### src/rtl/adam_fabric_pause_gate.sv
// AXI-Lite per-master gate: bounds outstanding transactions and implements the pause/drain/ack handshake.
// Optional drain timeout is built when ADAM_FABRIC_PAUSE_GATE_TIMEOUT_EN is defined.
module adam_fabric_pause_gate #(
    parameter int unsigned ADDR_WIDTH      = 32,
    parameter int unsigned DATA_WIDTH      = 32,
    parameter int unsigned MAX_OUTSTANDING = 4,
    parameter int unsigned TIMEOUT_CYCLES  = 1024
) (
    input  logic                    clk_i,
    input  logic                    rst_ni,
    input  logic                    pause_req,
    output logic                    pause_ack,
    output logic                    pause_timeout,

    input  logic [ADDR_WIDTH-1:0]   slv_aw_addr,
    input  logic [2:0]              slv_aw_prot,
    input  logic                    slv_aw_valid,
    output logic                    slv_aw_ready,
    input  logic [DATA_WIDTH-1:0]   slv_w_data,
    input  logic [DATA_WIDTH/8-1:0] slv_w_strb,
    input  logic                    slv_w_valid,
    output logic                    slv_w_ready,
    output logic [1:0]              slv_b_resp,
    output logic                    slv_b_valid,
    input  logic                    slv_b_ready,
    input  logic [ADDR_WIDTH-1:0]   slv_ar_addr,
    input  logic [2:0]              slv_ar_prot,
    input  logic                    slv_ar_valid,
    output logic                    slv_ar_ready,
    output logic [DATA_WIDTH-1:0]   slv_r_data,
    output logic [1:0]              slv_r_resp,
    output logic                    slv_r_valid,
    input  logic                    slv_r_ready,

    output logic [ADDR_WIDTH-1:0]   mst_aw_addr,
    output logic [2:0]              mst_aw_prot,
    output logic                    mst_aw_valid,
    input  logic                    mst_aw_ready,
    output logic [DATA_WIDTH-1:0]   mst_w_data,
    output logic [DATA_WIDTH/8-1:0] mst_w_strb,
    output logic                    mst_w_valid,
    input  logic                    mst_w_ready,
    input  logic [1:0]              mst_b_resp,
    input  logic                    mst_b_valid,
    output logic                    mst_b_ready,
    output logic [ADDR_WIDTH-1:0]   mst_ar_addr,
    output logic [2:0]              mst_ar_prot,
    output logic                    mst_ar_valid,
    input  logic                    mst_ar_ready,
    input  logic [DATA_WIDTH-1:0]   mst_r_data,
    input  logic [1:0]              mst_r_resp,
    input  logic                    mst_r_valid,
    output logic                    mst_r_ready
);

    localparam int unsigned CW = $clog2(MAX_OUTSTANDING + 1);
    localparam logic [CW-1:0] MAX_CNT = CW'(MAX_OUTSTANDING);

    typedef enum logic [1:0] {RUN, DRAIN, PAUSED} state_t;

    state_t        state;
    logic [CW-1:0] aw_cnt, w_cnt, rd_cnt;
    logic          allow_aw, allow_w, allow_ar;
    logic          aw_hs, w_hs, ar_hs, b_hs, r_hs;
    logic          drained, timeout_hit;

    assign mst_aw_addr  = slv_aw_addr;
    assign mst_aw_prot  = slv_aw_prot;
    assign mst_aw_valid = slv_aw_valid & allow_aw;
    assign slv_aw_ready = mst_aw_ready & allow_aw;
    assign mst_w_data   = slv_w_data;
    assign mst_w_strb   = slv_w_strb;
    assign mst_w_valid  = slv_w_valid & allow_w;
    assign slv_w_ready  = mst_w_ready & allow_w;
    assign mst_ar_addr  = slv_ar_addr;
    assign mst_ar_prot  = slv_ar_prot;
    assign mst_ar_valid = slv_ar_valid & allow_ar;
    assign slv_ar_ready = mst_ar_ready & allow_ar;

    assign slv_b_resp   = mst_b_resp;
    assign slv_b_valid  = mst_b_valid;
    assign mst_b_ready  = slv_b_ready;
    assign slv_r_data   = mst_r_data;
    assign slv_r_resp   = mst_r_resp;
    assign slv_r_valid  = mst_r_valid;
    assign mst_r_ready  = slv_r_ready;

    assign aw_hs = mst_aw_valid & mst_aw_ready;
    assign w_hs  = mst_w_valid & mst_w_ready;
    assign ar_hs = mst_ar_valid & mst_ar_ready;
    assign b_hs  = mst_b_valid & slv_b_ready;
    assign r_hs  = mst_r_valid & slv_r_ready;

    assign drained = (aw_cnt == '0) && (w_cnt == '0) && (rd_cnt == '0);

    // While draining, only the missing half of an already started write may pass.
    always_comb begin
        allow_aw = 1'b0;
        allow_w  = 1'b0;
        allow_ar = 1'b0;
        case (state)
            RUN: begin
                allow_aw = aw_cnt < MAX_CNT;
                allow_w  = w_cnt < MAX_CNT;
                allow_ar = rd_cnt < MAX_CNT;
            end
            DRAIN: begin
                allow_aw = aw_cnt < w_cnt;
                allow_w  = w_cnt < aw_cnt;
            end
            default: ;
        endcase
    end

    function automatic logic [CW-1:0] next_cnt(input logic [CW-1:0] cnt,
                                               input logic inc, input logic dec);
        if (inc && !dec)
            return cnt + CW'(1);
        if (dec && !inc && cnt != '0)
            return cnt - CW'(1);
        return cnt;
    endfunction

    always_ff @(posedge clk_i or negedge rst_ni) begin
        if (!rst_ni) begin
            aw_cnt <= '0;
            w_cnt  <= '0;
            rd_cnt <= '0;
        end else if (timeout_hit) begin
            aw_cnt <= '0;
            w_cnt  <= '0;
            rd_cnt <= '0;
        end else begin
            aw_cnt <= next_cnt(aw_cnt, aw_hs, b_hs);
            w_cnt  <= next_cnt(w_cnt, w_hs, b_hs);
            rd_cnt <= next_cnt(rd_cnt, ar_hs, r_hs);
        end
    end

    always_ff @(posedge clk_i or negedge rst_ni) begin
        if (!rst_ni) begin
            state     <= RUN;
            pause_ack <= 1'b0;
        end else begin
            case (state)
                RUN: begin
                    if (pause_req)
                        state <= DRAIN;
                end
                DRAIN: begin
                    if (!pause_req) begin
                        state <= RUN;
                    end else if (drained || timeout_hit) begin
                        state     <= PAUSED;
                        pause_ack <= 1'b1;
                    end
                end
                PAUSED: begin
                    if (!pause_req) begin
                        state     <= RUN;
                        pause_ack <= 1'b0;
                    end
                end
                default: begin
                    state     <= RUN;
                    pause_ack <= 1'b0;
                end
            endcase
        end
    end

`ifdef ADAM_FABRIC_PAUSE_GATE_TIMEOUT_EN
    localparam int unsigned TW = $clog2(TIMEOUT_CYCLES + 1);
    localparam logic [TW-1:0] TMO_MAX = TW'(TIMEOUT_CYCLES);

    logic [TW-1:0] tmo_cnt;

    assign timeout_hit = (state == DRAIN) && pause_req && (tmo_cnt == TMO_MAX);

    // The flag stays up through PAUSED and drops once the request is released.
    always_ff @(posedge clk_i or negedge rst_ni) begin
        if (!rst_ni) begin
            tmo_cnt       <= '0;
            pause_timeout <= 1'b0;
        end else begin
            if (state != DRAIN)
                tmo_cnt <= '0;
            else if (tmo_cnt != TMO_MAX)
                tmo_cnt <= tmo_cnt + TW'(1);
            if (timeout_hit)
                pause_timeout <= 1'b1;
            else if (!pause_req)
                pause_timeout <= 1'b0;
        end
    end
`else
    assign timeout_hit   = 1'b0;
    assign pause_timeout = 1'b0;
`endif

    param_sane: assert property (@(posedge clk_i)
        (MAX_OUTSTANDING >= 1) && (TIMEOUT_CYCLES >= 1));

    // After a forced pause, late responses for abandoned transactions are expected.
    b_without_write: assert property (@(posedge clk_i) disable iff (!rst_ni || pause_timeout)
        b_hs |-> (aw_cnt != '0) && (w_cnt != '0));
    r_without_read: assert property (@(posedge clk_i) disable iff (!rst_ni || pause_timeout)
        r_hs |-> (rd_cnt != '0));

endmodule

### config.mk
export PLATFORM = sky130hd
export DESIGN_NAME = adam_fabric_pause_gate
export DESIGN_NICKNAME = d
export VERILOG_FILES = /design/src/rtl/adam_fabric_pause_gate.sv
export SDC_FILE = /design/constraint.sdc
export NUM_CORES = 1
export LEC_CHECK = 0
export BUFFER_PORTS_ARGS = -buffer_cell sky130_fd_sc_hd__buf_2
export CAP_MARGIN = 20
export CELL_PAD_IN_SITES_DETAIL_PLACEMENT = 1
export CELL_PAD_IN_SITES_GLOBAL_PLACEMENT = 1
export CORE_AREA = 2 2 119 121
export CTS_BUF_LIST = sky130_fd_sc_hd__clkbuf_16
export DETAILED_ROUTE_END_ITERATION = 6
export DIE_AREA = 0 0 121 123
export GPL_TIMING_DRIVEN = 1
export PLACE_DENSITY = 0.82
export SETUP_SLACK_MARGIN = 0.05
export SYNTH_ARGS = -nofsm -noshare
export SYNTH_HDL_FRONTEND = slang
export SYNTH_SLANG_ARGS = --single-unit
export TNS_END_PERCENT = 10
### constraint.sdc
create_clock -name clk_i -period 2.7 [get_ports clk_i]
set_input_delay 0.135 -clock clk_i [delete_from_list [all_inputs] [get_ports clk_i]]
set_output_delay 0.135 -clock clk_i [all_outputs]
set_load 0.02 [all_outputs]
==> results.md, run 1 <==
* Outcome: finished, final reports clean
* Gate Count Post-Synth at 263
* Clk slew on worst S/H paths at 0.05 ns
* Post-DRT Antenna Nets at 0
* Top post-synthesis cells by count: buf_4 (147), dfrtp_1 (12), ha_1 (12), nand2_1 (12), inv_1 (11)
* CP max stage delay at between 0.3 and 0.4 ns
* Crit Path Max Fanout at 4
* Max-Cap Viols at 0
* Synth async-reset ratio at 100.0%
* PD cells at 953.4 mW/mm2
* DP HPWL at 3151 um
* Pre-Repair DR Iteration Count at 4
* Pin count of the biggest net entering global routing at 13
* Post-synth top area share at approximately half
* Initial core utilization at 15.76%
* Clock Skew at approximately 0.0027 ns
* Clock buffer depth at 2
* Register share of total power at 23.9%
* Hold Path End: state[1]
* Top cell by count, worst path: nor2_1
* Yosys cell types at 36
* ANT cells at 0
* Worst Path Required at approximately 2.6 ns
* Die X at roughly 120 um
* Reg-to-reg startpoint: aw_cnt[1]
* GR Overflow Total at 0
* NetSw at between 0.0006 and 0.0007 W
* Setup WS post-layout at between 0.4 and 0.5 ns
* Post-synth EDFFs at 0
* Worst-case reg-to-reg path depth at 6
* Worst setup EP type: primary output
* Final setup violating endpoints at 0
* Synth Area per Inst at approximately 8 um2
* Final period utilization at 82.22%
* Complex-gate fraction of the synthesized area at 9.452%
* Via density at 3.413
* Setup TNS at 0 ns
* Cts bufs inserted at 3
* Row Count at 43
* Register area share after synthesis at 14.00%
* Root buffer cell: clkbuf_16
* Nets at 310
* Largest family of logic cells by synthesized area: buffers and inverters
* Routed len/inst at 12.23 um
* PortBufs at 23
* Crit path kind: reg2out
* Hold WC Path Type: in2reg
* First-pass GRT wire length at approximately 6200 um
* HP Start: pause_req
* Combinational power share at a little under three fifths
* Top-count cell post-synth: buf_4
* Vias in the first global route at 1255
* Global placer's final weighted congestion at ~0.81
* Fin. Hold Viols at 0
* Hold Path Stages at 2
* Post-synth net total at 430
* Post-route DRC violation count at 0
* Synth Area in XOR/XNOR at about 1.2%
* Synth top area cells: buf_4 (51%), dfrtp_1 (14%), ha_1 (7.0%), mux2i_1 (3.3%), nand2_1 (2.1%)
* Mux contribution to synthesized area at approximately 4.5%
* CP Data Arrival Time at about 2.1 ns
* Leak pwr at 0.6256 nW
* Unrepaired setup endpoints after global routing: false
* Synth warn at 0
* Post-Syn Area at between 0.002 and 0.0025 mm2
* Worst r2r dst: w_cnt[1]
* #FFs+latches synth at 12
* Final wirelength at ~3900 um
* CP top delay family: simple AND/OR/NAND/NOR gates
* Die footprint at approximately 0.015 mm2
* Critical path cell sequence: inv_1 > ha_1 > and3_1 > a211oi_2 > nor2_1 > nor2_1 > and2_1 > buf_2
* Min cycle time layout at between 2 and 2.5 ns
* CTS tree: done
* 1st-iter DRT viols at 14
* Setup WS pre-CTS at between 0.6 and 0.7 ns
* Worst R2R Setup Slack at just over 0.6 ns
* FMAX at roughly 450 MHz
* Slowest stage cell, crit path: dfrtp_1
* Measured slew at the worst slew-check pin at approximately 0.49 ns
* Max VDD drop at 203.8 uV
* Synth-to-layout area growth at -31.80%
* WP depth at 8
* Total internal power at between 0.0007 and 0.0008 W
* Die Ht at between 100 and 150 um
* Buf/Inv on CP at 2
* Slew Limit Headroom at 67.20%
* IO Pins at about 310
* Final Max Slew Viols at 0
* Clk sink count at 12
* GR Util All Layers at between 5 and 6%
* Cell accounting for the most synthesized area: buf_4
* Worst-Skew Late Latency at 0.24 ns
* Switching share of power at a little over two fifths
* Synth Flop Type: dfrtp_1
* Core area at 0.01361 mm2
* H-tree depth at 1
* Share of layout cells above drive strength 1 at between 20% and 30%
* Setup crit start kind: flop
* Via count at 1099
* Simple-gate area share of the yosys netlist at between 9 and 10%
* Adder-cell area share of the yosys netlist at around 7.0%
* Initial antenna violation count at 0
* Clock power frac at between 20% and 30%
## state kept, by name (all words and copies together), names as in the netlist
register and count:
rd_cnt 3, w_cnt 3, state 2, aw_cnt 3, pause_ack 1
## timing repair
| item | in CTS | in global routing |
|---|---|---|
| resized for setup | 0 | 0 |
| hold buffers | 1 | 0 |
| hold endpoints to repair | 12 | 0 |
| setup endpoints to repair | 0 | 0 |
| setup buffers | 0 | 0 |
## per-layer routing
metal,routed length [um],vias to the layer above,global-route usage [%],part of all wire [%]
met4,456,0,6.759,12
met1,1232,503,4.310,31
met2,1798,73,8.322,46
met5,0,-,0,0
li1,-,454,-,-
met3,450,69,2.952,11
## cell families (layout without fill, tap and decap cells)
group,Yosys count,after routing
fa+ha+maj,12,12
xor+xnor,3,3
flops,12,12
simple gates,41,41
buf+inv,161,40
other cells,1,1
compound gates,24,24
mux,9,9
## stage by stage
| stage | area, um2 | hold slack [ns] | power [W] | cells | util, % |
|---|---|---|---|---|---|
| after detailed placement | 1374 | 0.04614 | 0.001120 | 317 | 10.09 |
| final | 1463 | 0.1560 | 0.001395 | 322 | 10.75 |
| after global placement | 1374 | 0.03500 | 0.001057 | 317 | 10.09 |
| after global routing | 1463 | 0.1830 | 0.001532 | 322 | 10.75 |
| after floorplan | 2145 | -0.1606 | 0.001230 | 263 | - |
| after CTS | 1463 | 0.1566 | 0.001412 | 322 | 10.75 |
## final cells by class
type / instances / area [um2]
Multi-Input combinational cell: 90 / 688.2
Fill cell: 1618 / 12150
Clock buffer: 3 / 75.07
Inverter: 12 / 45.04
Tap cell: 180 / 225.2
Timing Repair Buffer: 24 / 125.1
Sequential cell: 12 / 300.3
Clock inverter: 1 / 3.754
## placed cells by master (no fill, tap or decap), types with 3 or more instances in the layout
master and n:
mux2i_1 7, and2_1 5, dfrtp_1 12, clkbuf_16 3, nor2_1 9, o21ai_0 4
a21o_1 3, nand2_1 12, xnor2_1 3, a21oi_1 6, ha_1 12, buf_2 23
inv_1 11
## power by group through the flow
| stage | clock network, W | logic, W | registers (W) |
|---|---|---|---|
| detailed placement | 0 | 0.000785 | 0.000335 |
| CTS | 0.000285 | 0.000794 | 0.000333 |
| finish | 0.000280 | 0.000782 | 0.000333 |
| global placement | 0 | 0.000729 | 0.000328 |
| floorplan | 0 | 0.000915 | 0.000315 |
| global route | 0.000295 | 0.000891 | 0.000345 |
## worst max-delay path by stage
stage,startpoint,end
2_1_floorplan,aw_cnt[1],slv_w_ready
6_report,aw_cnt[1],slv_aw_ready
4_1_cts,aw_cnt[1],slv_aw_ready
5_1_grt,aw_cnt[1],slv_aw_ready
3_5_place_dp,aw_cnt[1],w_cnt[1]
3_3_place_gp,aw_cnt[1],w_cnt[1]
Power figures use the tool's default switching activity.
==> inputs of run 2 (changes only) <==
- clock period: 2.7 -> 2.3 ns (I/O delays scaled with it)
==> run 2 against run 1 <==
Non-clock buffer count grew 2. Die area is the same. Total power grew 21%. Register-to-register slack lost 0.43 ns. Clock skew shrank 0.00095 ns. Critical endpoint is now w_cnt[1]. Highest routed layer unchanged.
==> results.md, run 2 (same netlist as run 1, synthesis figures left out) <==
* Die X at 121 um (unchanged)
* Share of layout cells above drive strength 1 at 25.00% (+1.8 points)
* Top cell by count, worst path: inv_1
* Core Util, Final at 10.87% (+0.13 points)
* IO Pins at 309 (unchanged)
* Routed len/inst at 12.19 um (-0.31%)
* Slowest stage cell, crit path: dfrtp_1
* Worst-Skew Late Latency at 0.24 ns (about the same)
* Filler cells at 1609 (-0.56%)
* First-pass GRT wire length at 6230 um (+1.1%)
* Die Ht at 123 um (unchanged)
* Unrepaired setup endpoints after global routing: true
* Initial antenna violation count at 0 (unchanged)
* Biggest regs: aw_cnt: 3 flops, rd_cnt: 3 flops, w_cnt: 3 flops
* Crit path kind: reg2reg
* Final Max Slew Viols at 0 (unchanged)
* Critical path cell sequence: inv_1 > ha_1 > inv_1 > a2111oi_4 > buf_4 > o311ai_4 > a21o_1 > a32o_1
* GR Util All Layers at 5.404% (+0.059 points)
* Pre-Repair DR Iteration Count at 4 (unchanged)
* Final setup violating endpoints at 0 (unchanged)
* Min cycle time layout at 2.124 ns
* PD cells at 1137 mW/mm2 (+19%)
* Setup TNS at 0 ns (unchanged)
* H-tree depth at 1 (unchanged)
* Setup crit start kind: flop
* Core area at 0.01361 mm2 (unchanged)
* Register area at 300.3 um2 (unchanged)
* Clock buffer depth at 2 (unchanged)
* Clk slew on worst S/H paths at 0.04 ns (about the same)
* Outcome: finished, final reports clean
* Clk sink count at 12 (unchanged)
* Fin. Hold Viols at 0 (unchanged)
* GR Overflow Total at 0 (unchanged)
* Final period utilization at 92.37%
* Cts bufs inserted at 3 (unchanged)
* Die footprint at 0.01488 mm2 (unchanged)
* Global placer's final weighted congestion at 0.8149 (+0.98%)
* Vias in the first global route at 1282 (+2.2%)
* Via count at 1127 (+2.5%)
* Post-DRT Antenna Nets at 0 (unchanged)
* CP top delay family: compound AO/OA/AOI/OAI gates
* CTS tree: done
* Post-route DRC violation count at 0 (unchanged)
* 1st-iter DRT viols at 29 (+15)
* Hold WC Path Type: in2reg
* CP max stage delay at 0.38 ns (about the same)
* Initial core utilization at 15.76% (unchanged)
* Row Count at 43 (unchanged)
* Leak pwr at 0.6342 nW (+1.4%)
* Commonest non-fill, non-tap cell in the layout: buf_2
* Pin count of the biggest net entering global routing at 13 (unchanged)
* Worst setup EP type: flop
* Buf/Inv on CP at 3 (+1)
* Multi-input gate area at 690.7 um2 (+0.36%)
* Max VDD drop at 225.0 uV (+10%)
* CP Data Arrival Time at 2.25 ns (+0.17 ns)
* Crit Path Max Fanout at 7 (+3)
* PortBufs at 23 (unchanged)
* Clock Skew at 0.001775 ns (-0.0009456 ns)
* Final wirelength at 3949 um (+0.30%)
* Worst Path Required at 2.43 ns (-0.14 ns)
* Nets at 312 (+0.65%)
* FMAX at around 470 MHz
* DP HPWL at 3172 um (+0.67%)
* Most frequent cells in the layout: buf_2 (23), nand2_1 (12), dfrtp_1 (12)
* Synth-to-layout area growth at -30.98%
* Max-Cap Viols at 0 (unchanged)
* Via density at 3.478 (+1.9%)
* Root buffer cell: clkbuf_16
* ANT cells at 0 (unchanged)
==> run 2: changes by cell type in the layout (fill, tap and decap cells not counted), sizes merged <==
cell / change
buf: +2
==> run 2: routing by layer <==
| layer | share of wire (%) | track usage [%] |
|---|---|---|
| met1 | 31 | 4.311 |
| met2 | 45 | 8.041 |
| met3 | 12 | 3.044 |
| met4 | 12 | 7.631 |
| met5 | 0 | 0 |
==> run 2: per-stage QoR <==
stage	area [um2]	setup WS (ns)	total power, W	hold WS (ns)	std cells
6_report	1480	0.1756	0.001683	0.1470	324
5_1_grt	1480	0.02058	0.001839	0.1712	324
4_1_cts	1463	0.07892	0.001667	0.1462	322
3_5_place_dp	1374	0.1983	0.001326	0.01645	317
3_3_place_gp	1374	0.2956	0.001244	0.01561	317
2_1_floorplan	2145	0.3406	0.001444	-0.1806	263
==> run 2: final timing paths <==
kind | startpoint | end | slack, ns | cells past startpoint
min in group asynchronous | rst_ni | rd_cnt[1] | 0.29 | 2
hold / removal | pause_req | state[1] | 0.15 | 2
hold reg to reg | rd_cnt[0] | rd_cnt[0] | 0.52 | 1
setup reg to reg | w_cnt[0] | w_cnt[1] | 0.18 | 8
max in group asynchronous | rst_ni | w_cnt[1] | 1.78 | 2
setup / recovery | w_cnt[0] | w_cnt[1] | 0.18 | 8
==> run 2: area by class of cell <==
class,instances,share of cell area [%]
clock buffers,3,5.072
clock inverters,1,0.2536
inverters,12,3.043
multi-input cells,90,46.66
flip-flops and latches,12,20.29
well taps,180,15.22
repair buffers,26,9.467
==> run 2: timing repair <==
| action | 4_1_cts | 5_1_grt |
|---|---|---|
| endpoints found under the hold margin | 12 | 0 |
| buffers inserted | 0 | 2 |
| gates resized for setup | 0 | 1 |
| setup endpoints to repair | 0 | 3 |
| hold buffers | 1 | 0 |
==> run 2: power breakdown <==
part	switching, W	total, W	leakage [nW]	internal, W
registers	0.0000969	0.000395	0.144	0.000298
logic	0.000535	0.000963	0.452	0.000428
clock network	0.0000955	0.000325	0.0385	0.000229
total	0.000728	0.00168	0.634	0.000955
==> inputs of run 3 (changes only) <==
- RECOVER_POWER: unset -> 100
==> run 3 against run 2 <==
Worst setup slack got worse by 0.062 ns. Critical path depth did not move. Global-route usage unchanged. Clock power about the same. Register-to-register slack got worse by 0.06 ns. Wire length increased by 0.13%. Die area stayed put. Non-clock buffer count stayed put. Count of clock-buffer cells in the layout unchanged. Combinational power fell by 3.8%. Hold slack hardly changed. Cell area fell by 1.7%. Largest power group unchanged. Highest routed layer unchanged.
==> results.md, run 3 (same netlist as run 1, synthesis figures left out) <==
* GR Util All Layers at 5.404% (unchanged)
* Final setup violating endpoints at 0 (unchanged)
* Leak pwr at 0.6076 nW (-4.2%)
* Via count at 1125 (-0.18%)
* Fin. Hold Viols at 0 (unchanged)
* CP Data Arrival Time at 2.31 ns (+0.06 ns)
* H-tree depth at 1 (unchanged)
* Dpl cells at 317 (unchanged)
* Worst-Skew Late Latency at 0.24 ns (about the same)
* Outcome: finished, final reports clean
* Root buffer cell: clkbuf_16
* CP max stage delay at 0.42 ns (+0.04 ns)
* CTS tree: done
* Slew Limit Headroom at a little over half
* Top cell by count, worst path: inv_1
* Hold_ws at 0.1470 ns (+0.00001200 ns)
* Clk sink count at 12 (unchanged)
* 1st-iter DRT viols at 29 (unchanged)
* Post-DRT Antenna Nets at 0 (unchanged)
* Hold WC Path Type: in2reg
* Critical path cell sequence: inv_1 > ha_1 > inv_1 > a2111oi_2 > clkbuf_1 > o311ai_4 > a21o_1 > a32o_1
* Global placer's final weighted congestion at 0.8149 (unchanged)
* Setup crit start kind: flop
* Commonest non-fill, non-tap cell in the layout: buf_2
* Max-Cap Viols at 0 (unchanged)
* IO Pins at 309 (unchanged)
* PortBufs at 23 (unchanged)
* Share of layout cells above drive strength 1 at 19.44% (-5.6 points)
* Post-Layout Inst Area at 0.001455 mm2 (-1.7%)
* Nets at 312 (unchanged)
* Crit path kind: reg2reg
* Setup TNS at 0 ns (unchanged)
* Vias in the first global route at 1282 (unchanged)
* Initial core utilization at 15.76% (unchanged)
* FMAX at 457.4 MHz (-2.8%)
* Clk slew on worst S/H paths at 0.04 ns (about the same)
* Routed len/inst at 12.20 um (+0.13%)
* Crit Path Max Fanout at 7 (unchanged)
* Max VDD drop at 219.8 uV (-2.3%)
* Total power at 0.001645 W (-2.3%)
* Clock Skew at 0.002008 ns (+0.0002334 ns)
* Slowest stage cell, crit path: a2111oi_2
* Initial antenna violation count at 0 (unchanged)
* Biggest regs: aw_cnt: 3 flops, rd_cnt: 3 flops, w_cnt: 3 flops
* ANT cells at 0 (unchanged)
* Most frequent cells in the layout: buf_2 (14), nand2_1 (12), dfrtp_1 (12)
* Die Ht at 123 um (unchanged)
* Die footprint at 0.01488 mm2 (unchanged)
* Placed instance area at 0.001374 mm2 (unchanged)
* Via density at 3.472 (-0.18%)
* Final Max Slew Viols at 0 (unchanged)
* Final period utilization at 95.06% (+2.7 points)
* Core area at 0.01361 mm2 (unchanged)
* Final Non-Filler Cells at 324 (unchanged)
* PD cells at 1131 mW/mm2 (-0.59%)
* Synth-to-layout area growth at -32.15%
* Cts bufs inserted at 3 (unchanged)
* First-pass GRT wire length at 6230 um (unchanged)
* Final wirelength at 3954 um (+0.13%)
* DP HPWL at 3172 um (unchanged)
* Row Count at 43 (unchanged)
* Worst Path Required at 2.43 ns (about the same)
* Min cycle time layout at 2.186 ns (+0.06196 ns)
* Pre-Repair DR Iteration Count at 4 (unchanged)
* GR Overflow Total at 0 (unchanged)
* Clock buffer depth at 2 (unchanged)
* Pin count of the biggest net entering global routing at 13 (unchanged)
* Measured slew at the worst slew-check pin at ~0.70 ns
* Post-route DRC violation count at 0 (unchanged)
* Worst setup EP type: flop
* Die X at 121 um (unchanged)
* Unrepaired setup endpoints after global routing: true
[run 3: changes by cell type in the layout (fill, tap and decap cells not counted)]
cell | previous run | this run
clkbuf_2 | 0 | 2
buf_2 | 23 | 14
and2_1 | 5 | 3
buf_4 | 2 | 0
and2_0 | 0 | 2
a2111oi_4 | 1 | 0
clkbuf_1 | 0 | 8
a2111oi_2 | 0 | 1
clkbuf_4 | 0 | 1
[run 3: final cells by class]
class	count	area (um2)
clock inverter	1	3.754
clock buffer	3	75.07
tap	180	225.2
timing repair buffer	26	127.6
sequential	12	300.3
multi-input combinational	90	678.2
fill	1613	12160
inverter	12	45.04
[run 3: repair_timing]
action / CTS / global route
resized for setup: 0 / 1
hold buffers: 1 / 0
hold endpoints to repair: 12 / 0
endpoints found under the setup margin: 0 / 3
buffers inserted: 0 / 2
[run 3: power by group]
group          internal [W]  leakage [nW]  total, W  switching [W]
combinational      0.000402         0.425  0.000926       0.000524
clock              0.000229        0.0385  0.000324      0.0000951
sequential         0.000298         0.144  0.000395      0.0000966
[run 3: path summary, 6_finish.rpt]
| check | start | endpoint | slack, ns | depth (start not counted) |
|---|---|---|---|---|
| min | pause_req | state[1] | 0.15 | 2 |
| max in group asynchronous | rst_ni | w_cnt[2] | 1.42 | 2 |
| max | w_cnt[0] | w_cnt[1] | 0.11 | 8 |
| min in group asynchronous | rst_ni | rd_cnt[1] | 0.44 | 2 |
| max reg2reg | w_cnt[0] | w_cnt[1] | 0.11 | 8 |
| min reg2reg | rd_cnt[0] | rd_cnt[0] | 0.52 | 1 |
[run 3: routing by layer]
metal | track usage (%) | part of all wire (%) | up-vias
met5 | 0 | 0 | -
met4 | 7.631 | 12 | 0
met3 | 3.044 | 12 | 71
met2 | 8.041 | 45 | 71
met1 | 4.311 | 31 | 521
li1 | - | - | 462
[run 3: worst max-delay path, delay by kind of cell, from the launching register on]
| family | cells | cell delay [ns] |
|---|---|---|
| AO/OA/AOI/OAI | 4 | 1.05 |
| adder cells (fa/ha/maj) | 1 | 0.22 |
| buffers and inverters | 3 | 0.42 |
| flip-flops | 1 | 0.38 |
[run 3: stage by stage]
stage	utilization, %	setup WS [ns]
5_1_grt	10.69	0.01631
4_1_cts	10.75	0.07892
2_1_floorplan	-	0.3406
3_3_place_gp	10.09	0.2956
3_5_place_dp	10.09	0.1983
6_report	10.69	0.1136
